[config.mk]
export PLATFORM = sky130hd
export DESIGN_NAME = dev_bus_arbiter_flat
export DESIGN_NICKNAME = d
export VERILOG_FILES = /design/src/rtl/dev_bus_arbiter_pkg.sv /design/src/rtl/dev_bus_arbiter_if.sv /design/src/rtl/dev_bus_arbiter_rr_pick3.sv /design/src/rtl/dev_bus_arbiter.sv /design/src/flat_wrapper.sv
export SDC_FILE = /design/constraint.sdc
export NUM_CORES = 1
export LEC_CHECK = 0
export CAP_MARGIN = 40
export CORE_MARGIN = 2
export CORE_UTILIZATION = 40
export DETAILED_ROUTE_END_ITERATION = 6
export PLACE_DENSITY = 0.8
export SLEW_MARGIN = 15
export SYNTH_ARGS = -nofsm -noshare
export SYNTH_HDL_FRONTEND = slang
export SYNTH_SLANG_ARGS = --single-unit
[constraint.sdc]
create_clock -name MCLK -period 2.64 [get_ports MCLK]
set_input_delay 0.66 -clock MCLK [delete_from_list [all_inputs] [get_ports MCLK]]
set_output_delay 0.66 -clock MCLK [all_outputs]
set_load 0.05 [all_outputs]
[src/rtl/dev_bus_arbiter_pkg.sv]
// Shared types and constants for the three-requester device bus arbiter.
package dev_bus_arb_pkg;

  localparam int         NREQ          = 3;
  localparam logic [1:0] GNT_NONE      = 2'd3;
  localparam int         TO_CYCLES_DEF = 64;
  localparam logic [7:0] TO_DATA_DEF   = 8'hFF;

  typedef enum logic [1:0] {
    IDLE,
    ACCESS,
    ACK
  } arb_state_e;

endpackage

[src/rtl/dev_bus_arbiter_if.sv]
// Requester-side and device-side bus signals of the arbiter, grouped as one interface.
interface dev_bus_arbiter_if;
  import dev_bus_arb_pkg::*;

  logic [NREQ-1:0]    RQ_REQ;
  logic [16*NREQ-1:0] RQ_AD;
  logic [NREQ-1:0]    RQ_WR;
  logic [8*NREQ-1:0]  RQ_DO;
  logic [NREQ-1:0]    RQ_ACK;
  logic [7:0]         RQ_DI;
  logic [15:0]        DEV_AD;
  logic               DEV_RD;
  logic               DEV_WR;
  logic [7:0]         DEV_DI;
  logic               DEV_DV;
  logic [7:0]         DEV_DO;
  logic [1:0]         GNT;
  logic               TOERR;

  // The arbiter is the slave of the requesters and drives the device side.
  modport slave (
    input  RQ_REQ, RQ_AD, RQ_WR, RQ_DO, DEV_DV, DEV_DO,
    output RQ_ACK, RQ_DI, DEV_AD, DEV_RD, DEV_WR, DEV_DI, GNT, TOERR
  );

  modport master (
    output RQ_REQ, RQ_AD, RQ_WR, RQ_DO, DEV_DV, DEV_DO,
    input  RQ_ACK, RQ_DI, DEV_AD, DEV_RD, DEV_WR, DEV_DI, GNT, TOERR
  );

endinterface

[src/rtl/dev_bus_arbiter_rr_pick3.sv]
// Combinational round-robin picker: first set request searching last+1, last+2, last (mod 3).
module rr_pick3
  import dev_bus_arb_pkg::*;
(
  input  logic [NREQ-1:0] req,
  input  logic [1:0]      last,
  output logic            valid,
  output logic [1:0]      win
);

  logic [1:0] idx;

  // Walk from the farthest candidate to the nearest so the nearest hit overwrites.
  always_comb begin
    valid = 1'b0;
    win   = 2'd0;
    idx   = 2'd0;
    for (int k = NREQ; k >= 1; k--) begin
      idx = 2'((int'(last) + k) % NREQ);
      if (req[idx]) begin
        valid = 1'b1;
        win   = idx;
      end
    end
  end

endmodule

[src/rtl/dev_bus_arbiter.sv]
// Request/acknowledge arbiter sharing one device bus among three CPUs, with
// round-robin fairness, device wait states and a read timeout.
module dev_bus_arbiter
  import dev_bus_arb_pkg::*;
#(
  parameter int         TO_CYCLES = TO_CYCLES_DEF,
  parameter logic [7:0] TO_DATA   = TO_DATA_DEF
) (
  input logic            MCLK,
  input logic            RESET_N,
  dev_bus_arbiter_if.slave bus
);

  localparam int             CNT_W    = (TO_CYCLES > 1) ? $clog2(TO_CYCLES) : 1;
  localparam logic [CNT_W-1:0] CNT_LAST = CNT_W'(TO_CYCLES - 1);

  arb_state_e      state_q, state_d;
  logic [1:0]      last_q, last_d;
  logic [1:0]      gnt_q, gnt_d;
  logic [CNT_W-1:0] cnt_q, cnt_d;
  logic            is_wr_q, is_wr_d;
  logic [15:0]     ad_q, ad_d;
  logic [7:0]      di_q, di_d;
  logic            rd_q, rd_d;
  logic            wr_q, wr_d;
  logic [NREQ-1:0] ack_q, ack_d;
  logic [7:0]      rqdi_q, rqdi_d;
  logic            toerr_q, toerr_d;

  logic            pick_valid;
  logic [1:0]      pick_win;

  rr_pick3 u_pick (
    .req   (bus.RQ_REQ),
    .last  (last_q),
    .valid (pick_valid),
    .win   (pick_win)
  );

  // NOTE: every variable gets a default before the case so no path leaves one unassigned, which would infer a latch.
  always_comb begin
    state_d = state_q;
    last_d  = last_q;
    gnt_d   = gnt_q;
    cnt_d   = cnt_q;
    is_wr_d = is_wr_q;
    ad_d    = ad_q;
    di_d    = di_q;
    rd_d    = 1'b0;
    wr_d    = 1'b0;
    ack_d   = '0;
    rqdi_d  = rqdi_q;
    toerr_d = 1'b0;
    unique case (state_q)
      IDLE: begin
        gnt_d = GNT_NONE;
        if (pick_valid) begin
          state_d = ACCESS;
          gnt_d   = pick_win;
          last_d  = pick_win;
          cnt_d   = '0;
          is_wr_d = bus.RQ_WR[pick_win];
          ad_d    = bus.RQ_AD[16*pick_win +: 16];
          di_d    = bus.RQ_DO[8*pick_win +: 8];
          rd_d    = ~bus.RQ_WR[pick_win];
          wr_d    = bus.RQ_WR[pick_win];
        end
      end
      ACCESS: begin
        if (is_wr_q) begin
          state_d = ACK;
          ack_d   = NREQ'(1) << gnt_q;
        end else if (bus.DEV_DV) begin
          state_d = ACK;
          ack_d   = NREQ'(1) << gnt_q;
          rqdi_d  = bus.DEV_DO;
        end else if (cnt_q == CNT_LAST) begin
          // Device never answered: complete with a marker value and flag it.
          state_d = ACK;
          ack_d   = NREQ'(1) << gnt_q;
          rqdi_d  = TO_DATA;
          toerr_d = 1'b1;
        end else begin
          cnt_d = cnt_q + 1'b1;
          rd_d  = 1'b1;
        end
      end
      ACK: begin
        state_d = IDLE;
        gnt_d   = GNT_NONE;
      end
      default: state_d = IDLE;
    endcase
  end

  // NOTE: state registers use non-blocking assignments so every flop samples pre-edge values.
  always_ff @(posedge MCLK) begin
    if (!RESET_N) begin
      state_q <= IDLE;
      last_q  <= 2'd2;
      gnt_q   <= GNT_NONE;
      cnt_q   <= '0;
      is_wr_q <= 1'b0;
      ad_q    <= '0;
      di_q    <= '0;
      rd_q    <= 1'b0;
      wr_q    <= 1'b0;
      ack_q   <= '0;
      rqdi_q  <= '0;
      toerr_q <= 1'b0;
    end else begin
      state_q <= state_d;
      last_q  <= last_d;
      gnt_q   <= gnt_d;
      cnt_q   <= cnt_d;
      is_wr_q <= is_wr_d;
      ad_q    <= ad_d;
      di_q    <= di_d;
      rd_q    <= rd_d;
      wr_q    <= wr_d;
      ack_q   <= ack_d;
      rqdi_q  <= rqdi_d;
      toerr_q <= toerr_d;
    end
  end

  assign bus.RQ_ACK = ack_q;
  assign bus.RQ_DI  = rqdi_q;
  assign bus.DEV_AD = ad_q;
  assign bus.DEV_RD = rd_q;
  assign bus.DEV_WR = wr_q;
  assign bus.DEV_DI = di_q;
  assign bus.GNT    = gnt_q;
  assign bus.TOERR  = toerr_q;

endmodule

[src/flat_wrapper.sv]
// flat-port wrapper written by rule: the top's interface ports become plain ports
module dev_bus_arbiter_flat import dev_bus_arb_pkg::*;
#(
  parameter int         TO_CYCLES = TO_CYCLES_DEF,
  parameter logic [7:0] TO_DATA   = TO_DATA_DEF
)
  (MCLK, RESET_N, bus_RQ_REQ, bus_RQ_AD, bus_RQ_WR, bus_RQ_DO, bus_DEV_DV, bus_DEV_DO, bus_RQ_ACK, bus_RQ_DI, bus_DEV_AD, bus_DEV_RD, bus_DEV_WR, bus_DEV_DI, bus_GNT, bus_TOERR);
  dev_bus_arbiter_if bus_i ();
  input logic MCLK;
  input logic RESET_N;
  input wire logic [$bits(bus_i.RQ_REQ)-1:0] bus_RQ_REQ;
  input wire logic [$bits(bus_i.RQ_AD)-1:0] bus_RQ_AD;
  input wire logic [$bits(bus_i.RQ_WR)-1:0] bus_RQ_WR;
  input wire logic [$bits(bus_i.RQ_DO)-1:0] bus_RQ_DO;
  input wire logic [$bits(bus_i.DEV_DV)-1:0] bus_DEV_DV;
  input wire logic [$bits(bus_i.DEV_DO)-1:0] bus_DEV_DO;
  output wire logic [$bits(bus_i.RQ_ACK)-1:0] bus_RQ_ACK;
  output wire logic [$bits(bus_i.RQ_DI)-1:0] bus_RQ_DI;
  output wire logic [$bits(bus_i.DEV_AD)-1:0] bus_DEV_AD;
  output wire logic [$bits(bus_i.DEV_RD)-1:0] bus_DEV_RD;
  output wire logic [$bits(bus_i.DEV_WR)-1:0] bus_DEV_WR;
  output wire logic [$bits(bus_i.DEV_DI)-1:0] bus_DEV_DI;
  output wire logic [$bits(bus_i.GNT)-1:0] bus_GNT;
  output wire logic [$bits(bus_i.TOERR)-1:0] bus_TOERR;
  assign bus_i.RQ_REQ = bus_RQ_REQ;
  assign bus_i.RQ_AD = bus_RQ_AD;
  assign bus_i.RQ_WR = bus_RQ_WR;
  assign bus_i.RQ_DO = bus_RQ_DO;
  assign bus_i.DEV_DV = bus_DEV_DV;
  assign bus_i.DEV_DO = bus_DEV_DO;
  assign bus_RQ_ACK = bus_i.RQ_ACK;
  assign bus_RQ_DI = bus_i.RQ_DI;
  assign bus_DEV_AD = bus_i.DEV_AD;
  assign bus_DEV_RD = bus_i.DEV_RD;
  assign bus_DEV_WR = bus_i.DEV_WR;
  assign bus_DEV_DI = bus_i.DEV_DI;
  assign bus_GNT = bus_i.GNT;
  assign bus_TOERR = bus_i.TOERR;
  dev_bus_arbiter #(.TO_CYCLES(TO_CYCLES), .TO_DATA(TO_DATA)) u_core (.MCLK(MCLK), .RESET_N(RESET_N), .bus(bus_i));
endmodule
==> qor.yml <==
status:
  status: "finished clean"
flow_run:
  maxCapViolCount: 0
sta:
  setup_viol: 0
  report.final.slew_viol_count: 0
  hold_viol: 0
  slew-limit-headroom_pct: 63.0
  period_needed_ns: 2.47
  clock_skew_ns: 0.00611
  fin_setup_tns_ns: 0
  finalCritPeriodShare_pct: 93.6
  rsz0062_at_grt: "no"
  clock.fmax_mhz: 405
  worstMarginPinSlew_ns: 0.553
  fin_ws_ns: 0.169
setup_path:
  cp_max_fo: 12
  critPathKind: "reg2reg"
  required_ns: 2.83
  critPathCaptureType: "flip-flop"
  cp.arrival_ns: 2.66
  start_kind: "flip-flop"
floorplan:
  core_um2: 5990
  pin_count: 129
  die_w_um: 83.4
  die_y_um: 83.4
  dieArea_um2: 6950
  start_util_pct: 42.1
  rows: 28
cells_and_area:
  antenna_cells: 0
  multi_input_area_um2: 1350
  fin_cells: 457
  design_area_um2: 4070
  fillCellCount: 460
  final_core_util_pct: 68.0
  drive_gt1_share_pct: 14.7
  seq_area_um2: 1020
  final_nets: 475
  syn2layout_area_growth_pct: 61.6
clock_network:
  cts_tree: "built"
  cts.clk_slew.worst_paths_ns: 0.09
  htreeDepth: 2
  cts_resized: 0
  post-cts-setup-buffer-count: 0
  clock_path_buffers: 2
  cts_buffers: 5
  cts_root_buf: "clkbuf_8"
  cts_hold_buf: 0
  clock-sinks: 51
  clk_latency_ns: 0.30
grt:
  grt_max_degree: 25
  grt_antenna_before_repair: 0
  grt_use_total_pct: 22.1
  grt_pass1_wl_mm: 12.4
  grt.overflow.total: 0
  grt_pass1_vias: 2418
placement:
  detailed_place.area_um2: 3960
  dpl.hpwl_mm: 6.07
  dp_slack_ns: -0.0215
  numPortBuffers: 128
  placed_cells: 449
  gp_congestion: 0.862
synth:
  yosysTopAreaCellShare_pct: 40.5
  yosysUniqueCellTypes: 46
  syn_inst: 247
  yosysWarnings: 0
  synth_seq_cells: 51
  synthTopCellsByArea: "dfxtp_1 40%, mux2i_1 11%, a22oi_2 9.9%"
  async_reset_ff_share_pct: 0
  synthMostInstantiatedCell: "dfxtp_1"
  synth_common_cells: "51 x dfxtp_1, 28 x mux2i_1, 21 x o21ai_1"
  syn-cell-area_um2: 2520
  synth_edf_count: 0
  ys.flop_type: "dfxtp_1"
  yosysSeqAreaShare_pct: 40.5
  syn_nets: 341
  avgSynthCellArea_um2: 10.2
  yosys.area.top_type: "dfxtp_1"
routing:
  postRouteAntennaNets: 0
  routedWlPerCell_um: 17.1
  drt-initial-drc-count: 127
  vias: 2482
  drt-pass1-iter-count: 5
  drt_wl_total_mm: 7.81
  drc: 0
  via_per_inst: 5.43
pwr:
  vdd_ir_drop_max_v: 0.000520
  p_leak_nw: 1.58
  power_density_nw_per_um2: 1040
hold_path:
  hold_class: "reg2reg"
==> placed cells by master (no fill, tap or decap), types with 5 or more instances in the layout <==
master,Yosys,final
o21ai_0,10,10
dfxtp_1,51,51
inv_1,11,11
nand2_1,9,9
clkbuf_8,0,6
o21ai_1,21,21
nor2_1,14,14
a22oi_2,20,20
clkdlybuf4s50_1,0,128
buf_12,0,6
mux2i_1,28,28
ha_1,5,5
buf_4,0,6
o221a_2,9,9
==> flip-flops by register name, summed over array words and instances, names as in the netlist <==
register / count
u_core.is_wr_q: 1
u_core.bus.RQ_DI: 8
u_core.bus.DEV_WR: 1
u_core.bus.DEV_DI: 8
u_core.bus.TOERR: 1
u_core.cnt_q: 6
u_core.state_q: 2
u_core.bus.GNT: 2
u_core.bus.DEV_AD: 16
u_core.bus.RQ_ACK: 3
u_core.last_q: 2
u_core.bus.DEV_RD: 1
==> kinds of logic after synthesis <==
family / Yosys count / synth area share, %
compound gates: 84 / 27.9
flops: 51 / 40.5
buf+inv: 24 / 5.81
xor+xnor: 4 / 1.39
mux: 28 / 11.1
fa+ha+maj: 5 / 2.48
simple gates: 51 / 10.8
==> report_power, final <==
part | leakage, nW | internal, mW | switching [mW] | total (mW)
Combinational | 1.10 | 1.10 | 1.48 | 2.58
Clock | 0.0612 | 0.307 | 0.251 | 0.557
Sequential | 0.419 | 0.974 | 0.134 | 1.11
Total | 1.58 | 2.38 | 1.86 | 4.24
==> layer usage <==
metal	GRT usage, %	share of wire (%)	wire length (um)
met1	26.9	42	3310
met5	0	0	0
met2	37.9	50	3920
met3	5.96	6.2	486
met4	6.71	1.1	89
==> path summary, 6_finish.rpt <==
check                           cells after the start              from                    to  slack [ns]
worst max-delay path                                9  u_core.last_q[0]  u_core.bus.DEV_DI[3]        0.17
worst min-delay path                                2   u_core.cnt_q[1]       u_core.cnt_q[1]        0.47
worst min register to register                      2   u_core.cnt_q[1]       u_core.cnt_q[1]        0.47
worst max register to register                      9  u_core.last_q[0]  u_core.bus.DEV_DI[3]        0.17
==> critical path, stage by stage (launching register included) <==
cell      delay (ns)
dfxtp_1         0.41
inv_1           0.08
ha_1            0.51
nand3b_1        0.20
o21a_1          0.15
a311o_1         0.37
nand2_4         0.15
buf_12          0.16
mux2i_1         0.25
o21ai_1         0.08
==> per-stage QoR <==
stage	power, mW	hold WS [ns]
2_1_floorplan	2.82	0.444
3_3_place_gp	3.65	0.457
3_5_place_dp	3.70	0.461
4_1_cts	4.26	0.473
5_1_grt	4.47	0.517
6_report	4.24	0.471
==> final cells by class <==
cell class / instances / area share, %
Clock buffer: 6 / 2.03
Tap cell: 75 / 2.30
Sequential cell: 51 / 25.1
Inverter: 11 / 1.01
Clock inverter: 2 / 0.860
Multi-Input combinational cell: 172 / 33.2
Timing Repair Buffer: 140 / 35.5
Note: power is estimated with default switching activity, not from simulation.
